`src/rtl/gcd_stream.sv`:
```
// Binary (Stein) GCD engine with valid/ready operand and result channels.
// Define GCD_ITER_CNT_EN to add the iter_cnt port reporting CALC cycles per result.
module gcd_stream #(
  parameter int WL = 16
`ifdef GCD_ITER_CNT_EN
  ,
  parameter int CW = $clog2(2*WL+2)
`endif
) (
  input  logic          clk,
  input  logic          rst,
  input  logic          in_valid,
  output logic          in_ready,
  input  logic [WL-1:0] op_a,
  input  logic [WL-1:0] op_b,
  output logic          out_valid,
  input  logic          out_ready,
  output logic [WL-1:0] res
`ifdef GCD_ITER_CNT_EN
  ,
  output logic [CW-1:0] iter_cnt
`endif
);

  localparam int KW = $clog2(WL);

  typedef enum logic [1:0] {IDLE, CALC, DONE} state_t;

  state_t          state_q, state_d;
  logic [WL-1:0]   a_q, a_d;
  logic [WL-1:0]   b_q, b_d;
  logic [KW-1:0]   k_q, k_d;
  logic [WL-1:0]   res_q, res_d;
  logic            in_ready_q, in_ready_d;
  logic            out_valid_q, out_valid_d;
`ifdef GCD_ITER_CNT_EN
  logic [CW-1:0]   cnt_q, cnt_d;
  logic [CW-1:0]   iter_q, iter_d;
`endif

  always_comb begin
    state_d     = state_q;
    a_d         = a_q;
    b_d         = b_q;
    k_d         = k_q;
    res_d       = res_q;
    in_ready_d  = in_ready_q;
    out_valid_d = out_valid_q;
`ifdef GCD_ITER_CNT_EN
    cnt_d       = cnt_q;
    iter_d      = iter_q;
`endif
    case (state_q)
      IDLE: begin
        if (in_valid && in_ready_q) begin
          a_d        = op_a;
          b_d        = op_b;
          k_d        = '0;
          in_ready_d = 1'b0;
`ifdef GCD_ITER_CNT_EN
          cnt_d      = '0;
`endif
          // A zero operand needs no iteration: gcd(x,0) = x.
          if (op_a == '0 || op_b == '0) begin
            res_d       = op_a | op_b;
            out_valid_d = 1'b1;
            state_d     = DONE;
`ifdef GCD_ITER_CNT_EN
            iter_d      = '0;
`endif
          end else begin
            state_d = CALC;
          end
        end
      end
      CALC: begin
`ifdef GCD_ITER_CNT_EN
        cnt_d = cnt_q + CW'(1);
`endif
        if (a_q == b_q) begin
          res_d       = a_q << k_q;
          out_valid_d = 1'b1;
          state_d     = DONE;
`ifdef GCD_ITER_CNT_EN
          iter_d      = cnt_q + CW'(1);
`endif
        end else if (!a_q[0] && !b_q[0]) begin
          a_d = a_q >> 1;
          b_d = b_q >> 1;
          k_d = k_q + KW'(1);
        end else if (!a_q[0]) begin
          a_d = a_q >> 1;
        end else if (!b_q[0]) begin
          b_d = b_q >> 1;
        end else if (a_q > b_q) begin
          a_d = (a_q - b_q) >> 1;
        end else begin
          b_d = (b_q - a_q) >> 1;
        end
      end
      DONE: begin
        if (out_ready) begin
          out_valid_d = 1'b0;
          in_ready_d  = 1'b1;
          state_d     = IDLE;
        end
      end
      default: begin
        out_valid_d = 1'b0;
        in_ready_d  = 1'b1;
        state_d     = IDLE;
      end
    endcase
  end

  always_ff @(posedge clk) begin
    if (rst) begin
      state_q     <= IDLE;
      a_q         <= '0;
      b_q         <= '0;
      k_q         <= '0;
      res_q       <= '0;
      in_ready_q  <= 1'b1;
      out_valid_q <= 1'b0;
`ifdef GCD_ITER_CNT_EN
      cnt_q       <= '0;
      iter_q      <= '0;
`endif
    end else begin
      state_q     <= state_d;
      a_q         <= a_d;
      b_q         <= b_d;
      k_q         <= k_d;
      res_q       <= res_d;
      in_ready_q  <= in_ready_d;
      out_valid_q <= out_valid_d;
`ifdef GCD_ITER_CNT_EN
      cnt_q       <= cnt_d;
      iter_q      <= iter_d;
`endif
    end
  end

  assign in_ready  = in_ready_q;
  assign out_valid = out_valid_q;
  assign res       = res_q;
`ifdef GCD_ITER_CNT_EN
  assign iter_cnt  = iter_q;
`endif

endmodule

```
`config.mk`:
```
export PLATFORM = sky130hd
export DESIGN_NAME = gcd_stream
export DESIGN_NICKNAME = d
export VERILOG_FILES = /design/src/rtl/gcd_stream.sv
export SDC_FILE = /design/constraint.sdc
export NUM_CORES = 1
export LEC_CHECK = 0
export CAP_MARGIN = 15
export CORE_UTILIZATION = 25
export DETAILED_ROUTE_END_ITERATION = 12
export PLACE_DENSITY_LB_ADDON = 0.05
export SLEW_MARGIN = 40
export SYNTH_ARGS = -nofsm -noshare
export SYNTH_HDL_FRONTEND = slang
export SYNTH_SLANG_ARGS = --single-unit
```
`constraint.sdc`:
```
create_clock -name clk -period 3 [get_ports clk]
set_input_delay 0.6 -clock clk [delete_from_list [all_inputs] [get_ports clk]]
set_output_delay 0.6 -clock clk [all_outputs]
set_load 0.005 [all_outputs]
```
==> After elaboration in Yosys (flattened, before gate mapping) <==
Index checks and enable logic that the tools add are counted.
{ "classes": {"shifts": 1, "reduce_logical": 18, "n_lt_le_gt_ge": 1, "muxes": 35, "n_addsub": 3, "bitwise_logic": 2, "eq_ne": 13} }
{ "ops": {"columns": ["cell", "n"], "rows": [
  ["2-to-1 mux 16 bit", 15],
  ["one-hot mux 16 bit (2 select lines)", 3],
  ["zero test 16 bit", 2],
  ["subtractor 16 bit", 2],
  ["equality test 16 bit", 1],
  ["> comparator 16 bit", 1],
  ["OR 16 bit", 1],
  ["AND reduction 4 bit", 4],
  ["left shift 16 x 4 -> 16 bit", 1],
  ["2-to-1 mux 4 bit", 3],
  ["!= test 2 bit (second input constant)", 6],
  ["!= test 4 bit (second input constant)", 3],
  ["AND reduction 5 bit", 2],
  ["AND reduction 3 bit", 3],
  ["2-to-1 mux 2 bit", 4],
  ["one-hot mux 4 bit (2 select lines)", 1],
  ["2-to-1 mux 1 bit", 6],
  ["one-hot mux 1 bit (3 select lines)", 2],
  ["one-hot mux 2 bit (3 select lines)", 1],
  ["adder 4 x 1 -> 4 bit (second input constant)", 1],
  ["!= test 3 bit (second input constant)", 1],
  ["equality test 2 x 1 -> 1 bit (second input constant)", 1],
  ["equality test 2 bit (second input constant)", 1],
  ["logical AND 1 bit", 2],
  ["5 further kinds", 6]
]} }
{ "totals": {"input_bits": 36, "ff_bits": 56, "output_inout_bits": 18} }

==> Depth between registers and ports, before layout <==
Gate-level depths: netlist of the first run.
{ "depth": {"ltp_word": 7, "depth_mapped": 12, "ltp_nobuf": 11} }

==> Worst setup path before layout of the first run <==
Ideal clock, no wire load.
{ "synth_timing": {"kind": "register to register", "from": "register a_q[0]", "to": "register b_q[13]", "setup_slack_ns": 0.164, "setup_time_ns": 0.101, "t_required_ns": 2.899, "t_arrival_ns": 2.735, "path_stages_with_launch": 12, "path_cell_list": "dfxtp_1 -> inv_1 -> ha_1 -> fa_1 -> nor2b_1 -> o2111ai_1 -> nand4b_2 -> a31oi_4 -> or2_4 -> o31a_1 -> or3_1 -> o41ai_1"} }
{ "synth_between": {"elab_chain_len": 7, "word_cells_on_any_way": 15} }
{ "synth_lines": {"columns": ["element", "line", "rtl"], "rows": [
  ["start: declaration", "30", "logic [WL-1:0] a_q, a_d;"],
  ["start signal: assignment", "119", "a_q <= '0;"],
  ["start signal: assignment", "131", "a_q <= a_d;"],
  ["subtractor 16 bit", "98", "b_d = (b_q - a_q) >> 1;"],
  ["2-to-1 mux 16 bit", "95", "end else if (a_q > b_q) begin"],
  ["2-to-1 mux 16 bit", "93", "end else if (!b_q[0]) begin"],
  ["2-to-1 mux 16 bit", "91", "end else if (!a_q[0]) begin"],
  ["2-to-1 mux 16 bit", "87", "end else if (!a_q[0] && !b_q[0]) begin"],
  ["2-to-1 mux 16 bit", "80", "if (a_q == b_q) begin"],
  ["one-hot mux 16 bit (2 select lines)", "53", "case (state_q)"],
  ["end signal: assignment", "120", "b_q <= '0;"],
  ["end signal: assignment", "132", "b_q <= b_d;"],
  ["end: declaration", "31", "logic [WL-1:0] b_q, b_d;"]
]} }
Several ways; a longest one is shown, not always the timed one. The select of a mux whose other input is x is not followed.
A chain may end at the register's enable or synchronous reset.

==> Worst setup path after layout of the first run <==
{ "layout_timing": {"from": "register a_q[0]", "to": "register a_q[9]"} }
{ "layout_between": {"elab_chain_len": 7, "word_cells_on_any_way": 15} }
{ "layout_lines": {"columns": ["element", "line", "rtl"], "rows": [
  ["subtractor 16 bit", "96", "a_d = (a_q - b_q) >> 1;"],
  ["2-to-1 mux 16 bit", "95", null],
  ["2-to-1 mux 16 bit", "93", null],
  ["2-to-1 mux 16 bit", "91", null],
  ["2-to-1 mux 16 bit", "87", null],
  ["2-to-1 mux 16 bit", "80", null],
  ["one-hot mux 16 bit (2 select lines)", "53", null]
]} }
Several ways; a longest one is shown, not always the timed one. The select of a mux whose other input is x is not followed.

==> results of run 1 <==
sequential cells by signal (all words and copies together) (netlist names):
name       flops
a_q           16
b_q           16
res           16
k_q            4
state_q        2
in_ready       1
out_valid      1
kinds of logic after synthesis:
logic type	share of synthesized area, %
multiplexers	8.63
AO/OA/AOI/OAI	29.4
flip-flops	21.5
XOR/XNOR	3.86
AND/OR/NAND/NOR	20.8
adder cells (fa/ha/maj)	8.92
buffers and inverters	7.00
report_power, final:
group | switching [uW] | total, uW | leakage [uW] | internal [uW]
Sequential | 63.6 | 875 | 0.000458 | 812
Clock | 321 | 635 | 0.0000671 | 314
Combinational | 1440 | 2510 | 0.00203 | 1070
layer usage:
layer / share of wire (%) / routed length (um)
met1: 48 / 10400
met2: 47 / 10100
met3: 2.9 / 636
met4: 1.8 / 386
met5: 0 / 0
cell usage after synthesis, types with 9 or more instances:
cell / n
o211ai_1: 12
nor2_1: 75
dfxtp_1: 56
mux4_2: 13
mux2i_1: 9
nand2b_1: 10
a221oi_1: 11
nor2b_1: 13
o31ai_1: 9
ha_1: 34
nor3_1: 21
a211oi_1: 9
nand3_1: 14
o21ai_0: 28
a21oi_1: 68
xnor2_1: 16
nand2_1: 40
clkbuf_1: 29
inv_1: 33
critical path: stages, from the launching register on:
cell	delay, ps
dfxtp_1	340
inv_1	60
buf_4	160
ha_1	320
nand4b_1	280
o41ai_2	420
buf_4	180
a21oi_1	70
buf_4	170
a21boi_2	180
o21a_4	180
or3_1	320
o41ai_1	70
worst max path at each step:
stage | cells past startpoint | to | from | slack (ps)
floorplan | 11 | b_q[13]$_SDFFE_PP0P_ | a_q[0]$_SDFFE_PP0P_ | 160
global placement | 10 | res[11]$_SDFFE_PP0P_ | op_b[6] | -40
detailed placement | 10 | res[15]$_SDFFE_PP0P_ | op_b[6] | -70
CTS | 13 | b_q[13]$_SDFFE_PP0P_ | b_q[0]$_SDFFE_PP0P_ | 1
global route | 12 | b_q[5]$_SDFFE_PP0P_ | a_q[10]$_SDFFE_PP0P_ | -1
finish | 12 | a_q[9]$_SDFFE_PP0P_ | a_q[0]$_SDFFE_PP0P_ | 150
metrics by stage:
step | setup WS, ps | TNS, ps | hold slack (ps) | cells
4_1_cts | 1.32 | 0 | 454 | 1027
6_report | 146 | 0 | 454 | 1030
3_3_place_gp | -44.9 | -217 | 442 | 1019
5_1_grt | -1.38 | -1.38 | 495 | 1030
2_1_floorplan | 164 | 0 | 432 | 654
3_5_place_dp | -73.9 | -346 | 444 | 1019
layout make-up:
cell class / count / share of cell area (%)
multi-input cells: 516 / 56.2
repair buffers: 146 / 18.5
flip-flops and latches: 56 / 16.4
well taps: 270 / 4.93
clock buffers: 6 / 1.88
inverters: 34 / 1.86
clock inverters: 2 / 0.237
what timing repair did:
item | CTS | global route
setup buffers | 0 | 3
cloned | 0 | 0
resized for setup | 1 | 19
setup endpoints to repair | 1 | 34
pin swaps | 0 | 9
==> metrics.md, run 1 <==
| Metric | Value |
|---|---|
| Largest net degree at the start of global routing | 46 |
| Gr usage total | 20.4% |
| Remaining antenna violation count | 0 |
| Root buffer cell | clkbuf_16 |
| Placed inst area | 6580 sq um |
| Pwr Total | 4020 uW |
| Row Count | 52 |
| Worst EP arrival | 3070 ps |
| Starting Density | 25.6% |
| Highest clock rate | 350 MHz |
| Hold WC Path Type | reg -> reg |
| Design Area, Final | 6850 sq um |
| Grt met1 use | 27.8% |
| Max FO, Critical Path | 8 |
| Die Area | 21,500 sq um |
| Met2 Usage GRT | 33.9% |
| H-tree depth | 2 |
| Post-synth cell types | 72 |
| Setup-failing EPs final | 0 |
| Post-layout nets | 831 |
| FFs w/ async S/R, synth | 0% |
| Number of fill cells | 2,153 |
| Reg2reg start | a_q[0]$_SDFFE_PP0P_ |
| Worst clock skew | 7.30 ps |
| Fin. Hold Viols | 0 |
| Total CTS buffers | 5 |
| DP Wirelength | 17,300 um |
| GRT overflow | 0 |
| Register area | 1120 sq um |
| Startpoint Class | flip-flop |
| CP required | 3210 ps |
| Critical path capture point type | flip-flop |
| WS Path Type | reg -> reg |
| Post-synth top flop | dfxtp_1 |
| Commonest non-fill, non-tap cells in the layout | buf_4 (89), nor2_1 (74), a21oi_1 (68) |
| Hold path cells | 2 |
| Maximum clock path buffer count | 2 |
| Hold path start | res[10]$_SDFFE_PP0P_ |
| Detailed Route Iter0 Violations | 359 |
| Die height | 147 um |
| Status | completed |
| Worst vdd ir | 0.000255 V |
| CORE AREA | 20,400 sq um |
| DRT Pass-1 Iters | 5 |
| Post-synthesis area per instance | 7.98 sq um |
| Final Core Density | 33.6% |
| Max_cap viols | 0 |
| Syn_nets | 726 |
| Clk slew on worst S/H paths | 80 ps |
| Min-Delay Endpoint | res[10]$_SDFFE_PP0P_ |
| Gpl congestion | 0.881 |
| Reg2reg path depth | 12 |
| Power per cell area | 586 nW/um^2 |
| Routed vias | 5,406 |
| Ys Warns | 0 |
| Pins Over Slew Limit | 0 |
| Initial antenna violation count | 0 |
| Total length of routed wires | 21,600 um |
| Global-route track usage on met3 | 2.59% |
| # diodes | 0 |
| DRC viols | 0 |
| Cells after synthesis | 654 |
| Mean routed wirelength per cell | 21.0 um |
| Share of the synthesized area in the top cell type | 21.5% |
| FF-to-FF setup slack | 150 ps |
| First-pass GRT wire length | 32,900 um |
| Rel. slew slack | 45.3% |
| Clock Sinks | 56 |
| DR vias/cell | 5.25 |
| Area contributors post-synth | dfxtp_1 (21%), ha_1 (8.1%), a21oi_1 (6.5%) |
| Worst slew pin tran | 821 ps |
| Mapped Area | 5220 sq um |
| Fin crit share | 95.1% |
| Commonest non-fill, non-tap cell in the layout | buf_4 |
| Flops & latches, synth | 56 |
| # hold bufs at CTS | 0 |
| Synth-to-Final Area Change | 31.2% |
| GR peak layer | met2 |
| IO Pins | 54 |
| FF-to-FF End | a_q[9]$_SDFFE_PP0P_ |
| Chip Width | 147 um |
| Crit path time final | 2850 ps |
| CTS tree | yes |
| Area taken by multi-input logic gates | 3850 sq um |
| Vias in the first global route | 5,341 |
| Seq/Total Area, Yosys | 21.5% |
| Port Buffers | 53 |
| EDFF count, synth | 0 |
| Ratio of cells with drive above 1 in the final layout | 21.7% |
| Clock latency at the later pin of the worst-skew pair | 320 ps |
| Area leader, netlist | dfxtp_1 |
| Pleak | 0.00256 uW |
Power figures use the tool's default switching activity.
==> run 2: changes to the inputs <==
CORE_MARGIN = 2   (was unset)
==> run 2 against run 1 <==
- register-to-register slack worse by 20 ps
- critical path type unchanged
- combinational power about the same
- worst setup slack worse by 20 ps
- largest power group unchanged
==> metrics.md, run 2 (synthesis gave the netlist of run 1 again) <==
| Metric | Value |
|---|---|
| Status | completed |
| Mean routed wirelength per cell | 20.7 um |
| Final setup TNS | 0 ps |
| Final Core Density | 33.9% |
| FF-to-FF End | a_q[8]$_SDFFE_PP0P_ |
| Chip Width | 149 um |
| Die Area | 22,100 sq um |
| Worst vdd ir | 0.000260 V |
| Port Buffers | 53 |
| Max FO, Critical Path | 6 |
| DR vias/cell | 5.24 |
| Commonest non-fill, non-tap cells in the layout | buf_4 (97), nor2_1 (74), a21oi_1 (68) |
| Placed inst area | 6650 sq um |
| Synth-to-Final Area Change | 32.2% |
| Remaining antenna violation count | 0 |
| Hold WC Path Type | reg -> reg |
| Global-route track usage on met3 | 2.64% |
| Clock Sinks | 56 |
| CP Cell Sequence | inv_1, ha_1, fa_1, nor2b_2, o2111ai_1, nand4b_2, a31oi_4, nor2_2, o21ai_4, buf_4, o41ai_1 |
| Startpoint Class | flip-flop |
| Critical path capture point type | flip-flop |
| Design Area, Final | 6900 sq um |
| DRT Pass-1 Iters | 5 |
| Number of fill cells | 2,173 |
| Post-CTS setup buffer count | 0 |
| Detailed Route Iter0 Violations | 443 |
| DP Wirelength | 17,700 um |
| Setup-failing EPs final | 0 |
| CTS tree | yes |
| Pwr Total | 4080 uW |
| Max_cap viols | 0 |
| Row Count | 52 |
| Clock latency at the later pin of the worst-skew pair | 310 ps |
| GRT overflow | 0 |
| Die height | 149 um |
| Rel. slew slack | 46.4% |
| Post-layout nets | 839 |
| Fin. Hold Viols | 0 |
| CORE AREA | 20,400 sq um |
| CP required | 3210 ps |
| Gpl congestion | 0.897 |
| Worst clock skew | 6.59 ps |
| Min-Delay Endpoint | b_q[15]$_SDFFE_PP0P_ |
| Register area | 1120 sq um |
| First-pass GRT wire length | 32,700 um |
| Worst EP arrival | 3080 ps |
| Largest net degree at the start of global routing | 29 |
| Reg2reg path depth | 11 |
| IO Pins | 54 |
| Gr usage total | 19.5% |
| Hold path start | b_q[15]$_SDFFE_PP0P_ |
| Starting Density | 25.6% |
| Highest clock rate | 348 MHz |
| WS Path Type | reg -> reg |
| Crit path time final | 2870 ps |
| # hold bufs at CTS | 0 |
| Initial antenna violation count | 0 |
| # diodes | 0 |
| Total length of routed wires | 21,400 um |
| Total CTS buffers | 5 |
| Met2 Usage GRT | 31.1% |
| GR peak layer | met2 |
| FF-to-FF setup slack | 130 ps |
| Pleak | 0.00260 uW |
| Clk slew on worst S/H paths | 80 ps |
| DRC viols | 0 |
| CP max stage delay | 460 ps |
| Vias in the first global route | 5,408 |
| Power per cell area | 591 nW/um^2 |
| Commonest non-fill, non-tap cell in the layout | buf_4 |
| Root buffer cell | clkbuf_16 |
| Grt met1 use | 27.6% |
| Area taken by multi-input logic gates | 3830 sq um |
| CP max-delay cell | nor2_2 |
| Worst slew pin tran | 804 ps |
| Hold path cells | 2 |
| Routed vias | 5,437 |
| Reg2reg start | a_q[0]$_SDFFE_PP0P_ |
| Fin crit share | 95.8% |
| Ratio of cells with drive above 1 in the final layout | 22.7% |
| Pins Over Slew Limit | 0 |
| Maximum clock path buffer count | 2 |
| H-tree depth | 2 |
| Min Hold Slack | 458 ps |
[run 2: where the power goes]
group	switching, uW	total (uW)	internal, uW
Clock	305	700	395
Sequential	66.1	878	812
Combinational	1430	2500	1070
Total	1800	4080	2280
[run 2: worst max path at each step]
stage,endpoint,start,depth (start not counted),slack [ps]
after floorplan,b_q[13]$_SDFFE_PP0P_,a_q[0]$_SDFFE_PP0P_,11,160
after global placement,res[6]$_SDFFE_PP0P_,op_b[6],12,-390
after detailed placement,res[3]$_SDFFE_PP0P_,op_b[6],11,-300
after CTS,res[6]$_SDFFE_PP0P_,op_b[6],12,30
after global routing,b_q[13]$_SDFFE_PP0P_,a_q[0]$_SDFFE_PP0P_,12,-3
final,a_q[8]$_SDFFE_PP0P_,a_q[0]$_SDFFE_PP0P_,11,130
[run 2: repair_timing]
item                                   in CTS  in global routing
setup endpoints to repair                   0                 32
endpoints found under the hold margin       0                  0
resized for setup                           0                 19
[run 2: routing by layer]
metal  part of all wire [%]  wire length, um  up-vias
met5                      0                0        -
met4                    2.1              455        0
met2                     46             9820      134
met1                     48            10300     2636
met3                    4.0              855       23
li1                       -                -     2644
[run 2: cell type report]
type	count	share of cell area, %
Inverter	34	1.85
Tap cell	270	4.90
Clock inverter	2	0.508
Sequential cell	56	16.3
Multi-Input combinational cell	516	55.5
Clock buffer	6	1.87
Timing Repair Buffer	154	19.1
[run 2: worst max-delay path, delay by kind of cell (launching register included)]
family	cells	cell delay (ps)
and+or+nand+nor	3	800
AOI/OAI and AO/OA	4	770
adders and majority gates	2	640
DFF	1	330
buffers and inverters	2	240
[run 2: through the flow]
stage,std cells,worst slack [ps]
after global routing,1038,-3.20
after CTS,1038,26.9
after detailed placement,1030,-299
final,1038,126
after global placement,1030,-387
after floorplan,654,164
==> run 3: changes to the inputs <==
MAX_ROUTING_LAYER = met4   (was unset)
==> run 3 against run 2 <==
- non-clock buffer count shrank 1
- cell area shrank 0.49%
- worst hold slack gained 4.4 ps
- first-iteration DRC count shrank 2.0%
- combinational power is essentially flat
- sequential power is essentially flat
- clock skew is essentially flat
- sequential cell count is the same
- total power shrank 0.80%
==> metrics.md, run 3 (synthesis gave the netlist of run 1 again) <==
| Metric | Value |
|---|---|
| Critical path capture point type | flip-flop |
| Die height | 149 um |
| CORE AREA | 20,400 sq um |
| # hold bufs at CTS | 0 |
| Pleak | 0.00259 uW |
| Gr usage total | 20.0% |
| Post-Layout Cell Count | 1,037 |
| RSZ-0062 raised after global routing | false |
| Hold WC Path Type | reg -> reg |
| Final Core Density | 33.7% |
| Worst slew pin tran | 798 ps |
| Starting Density | 25.6% |
| WS Path Type | reg -> reg |
| Maximum clock path buffer count | 2 |
| # diodes | 0 |
| Clk slew on worst S/H paths | 80 ps |
| Status | completed |
| Routed vias | 5,447 |
| Synth-to-Final Area Change | 31.5% |
| CTS tree | yes |
| CP Cell Sequence | inv_1, ha_1, a211oi_2, o21bai_1, a221o_1, a31oi_4, buf_4, nor4_4, buf_4, buf_4, a221oi_2, nor2_1, a22o_1 |
| Vias in the first global route | 5,400 |
| DRC viols | 0 |
| CP Depth | 13 |
| Reg2reg path depth | 13 |
| Chip Width | 149 um |
| Post-layout nets | 838 |
| DP Wirelength | 17,600 um |
| Power per cell area | 589 nW/um^2 |
| Port Buffers | 53 |
| Remaining antenna violation count | 0 |
| First-pass GRT wire length | 32,400 um |
| Mean routed wirelength per cell | 20.7 um |
| Clock latency at the later pin of the worst-skew pair | 310 ps |
| H-tree depth | 2 |
| Rel. slew slack | 46.7% |
| Ratio of cells with drive above 1 in the final layout | 21.9% |
| IO Pins | 54 |
| Worst vdd ir | 0.000261 V |
| DR vias/cell | 5.25 |
| Max FO, Critical Path | 6 |
| Number of fill cells | 2,177 |
| Clock Sinks | 56 |
| Fin. Hold Viols | 0 |
| Total CTS buffers | 5 |
| Buf/Inv on CP | 4 |
| DP Cell Count | 1,029 |
| Worst clock skew | 6.62 ps |
| Pwr Total | 4050 uW |
| Row Count | 52 |
| Die Area | 22,100 sq um |
| Setup-failing EPs final | 0 |
| Crit path time final | 2850 ps |
| Commonest non-fill, non-tap cell in the layout | buf_4 |
| CP required | 3210 ps |
| Total length of routed wires | 21,500 um |
| DRT Pass-1 Iters | 5 |
| Fin crit share | 94.8% |
| CP max stage delay | 390 ps |
| Max_cap viols | 0 |
| Crit path top cell by count | buf_4 |
| Gpl congestion | 0.910 |
| CP top delay family | compound AO/OA/AOI/OAI gates |
| CP max-delay cell | a221o_1 |
| GRT overflow | 0 |
| Highest clock rate | 351 MHz |
| Startpoint Class | flip-flop |
| Detailed Route Iter0 Violations | 434 |
| Worst EP arrival | 3050 ps |
| Largest net degree at the start of global routing | 40 |
| Pins Over Slew Limit | 0 |
| Hold path cells | 2 |
| Initial antenna violation count | 0 |
| Root buffer cell | clkbuf_16 |
| Commonest non-fill, non-tap cells in the layout | buf_4 (96), nor2_1 (75), a21oi_1 (68) |
## run 3: worst reg2reg max path, cell delays in order, from the launching register on
cell and delay, ps:
dfxtp_1 340, inv_1 90, ha_1 330, a211oi_2 220, o21bai_1 140, a221o_1 390
a31oi_4 250, buf_4 170, nor4_4 40, buf_4 170, buf_4 130, a221oi_2 210
nor2_1 70, a22o_1 190
## run 3: path summary, 6_finish.rpt
| kind | start | end | slack, ps |
|---|---|---|---|
| max | a_q[9]$_SDFFE_PP0P_ | a_q[1]$_SDFFE_PP0P_ | 150 |
| min reg2reg | b_q[15]$_SDFFE_PP0P_ | b_q[15]$_SDFFE_PP0P_ | 460 |
| min | b_q[15]$_SDFFE_PP0P_ | b_q[15]$_SDFFE_PP0P_ | 460 |
| max reg2reg | a_q[9]$_SDFFE_PP0P_ | a_q[1]$_SDFFE_PP0P_ | 150 |
## run 3: routing by layer
layer	global-route usage [%]	vias up	part of all wire (%)
met5	-	-	0
met4	3.38	0	1.0
met3	2.79	14	4.2
met2	32.4	136	47
met1	27.0	2643	48
li1	-	2654	-
## run 3: power breakdown
group	switching, uW	internal (uW)	leakage [uW]
registers	64.8	812	0.000459
clock network	307	395	0.0000808
logic	1410	1060	0.00205
## run 3: cell type report
class / instances / area (sq um) / area share [%]
multi-input combinational: 516 / 3800 / 55.4
timing repair buffer: 153 / 1310 / 19.1
sequential: 56 / 1120 / 16.4
tap: 270 / 338 / 4.92
clock buffer: 6 / 129 / 1.88
inverter: 34 / 128 / 1.86
clock inverter: 2 / 35.0 / 0.510
## run 3: per-stage QoR
stage                     hold slack [ps]  setup slack, ps  area, sq um  TNS [ps]
final                                 462              155         6870         0
after global placement                448             -103         6640     -1000
after CTS                             461             40.7         6800         0
after detailed placement              450             -151         6640     -1580
after floorplan                       432              164         5220         0
after global routing                  498             15.5         6870         0
## run 3: repair_timing
action                                  CTS  global route
buffers inserted                          0             0
endpoints found under the setup margin    0            19
gates resized for setup                   0            15
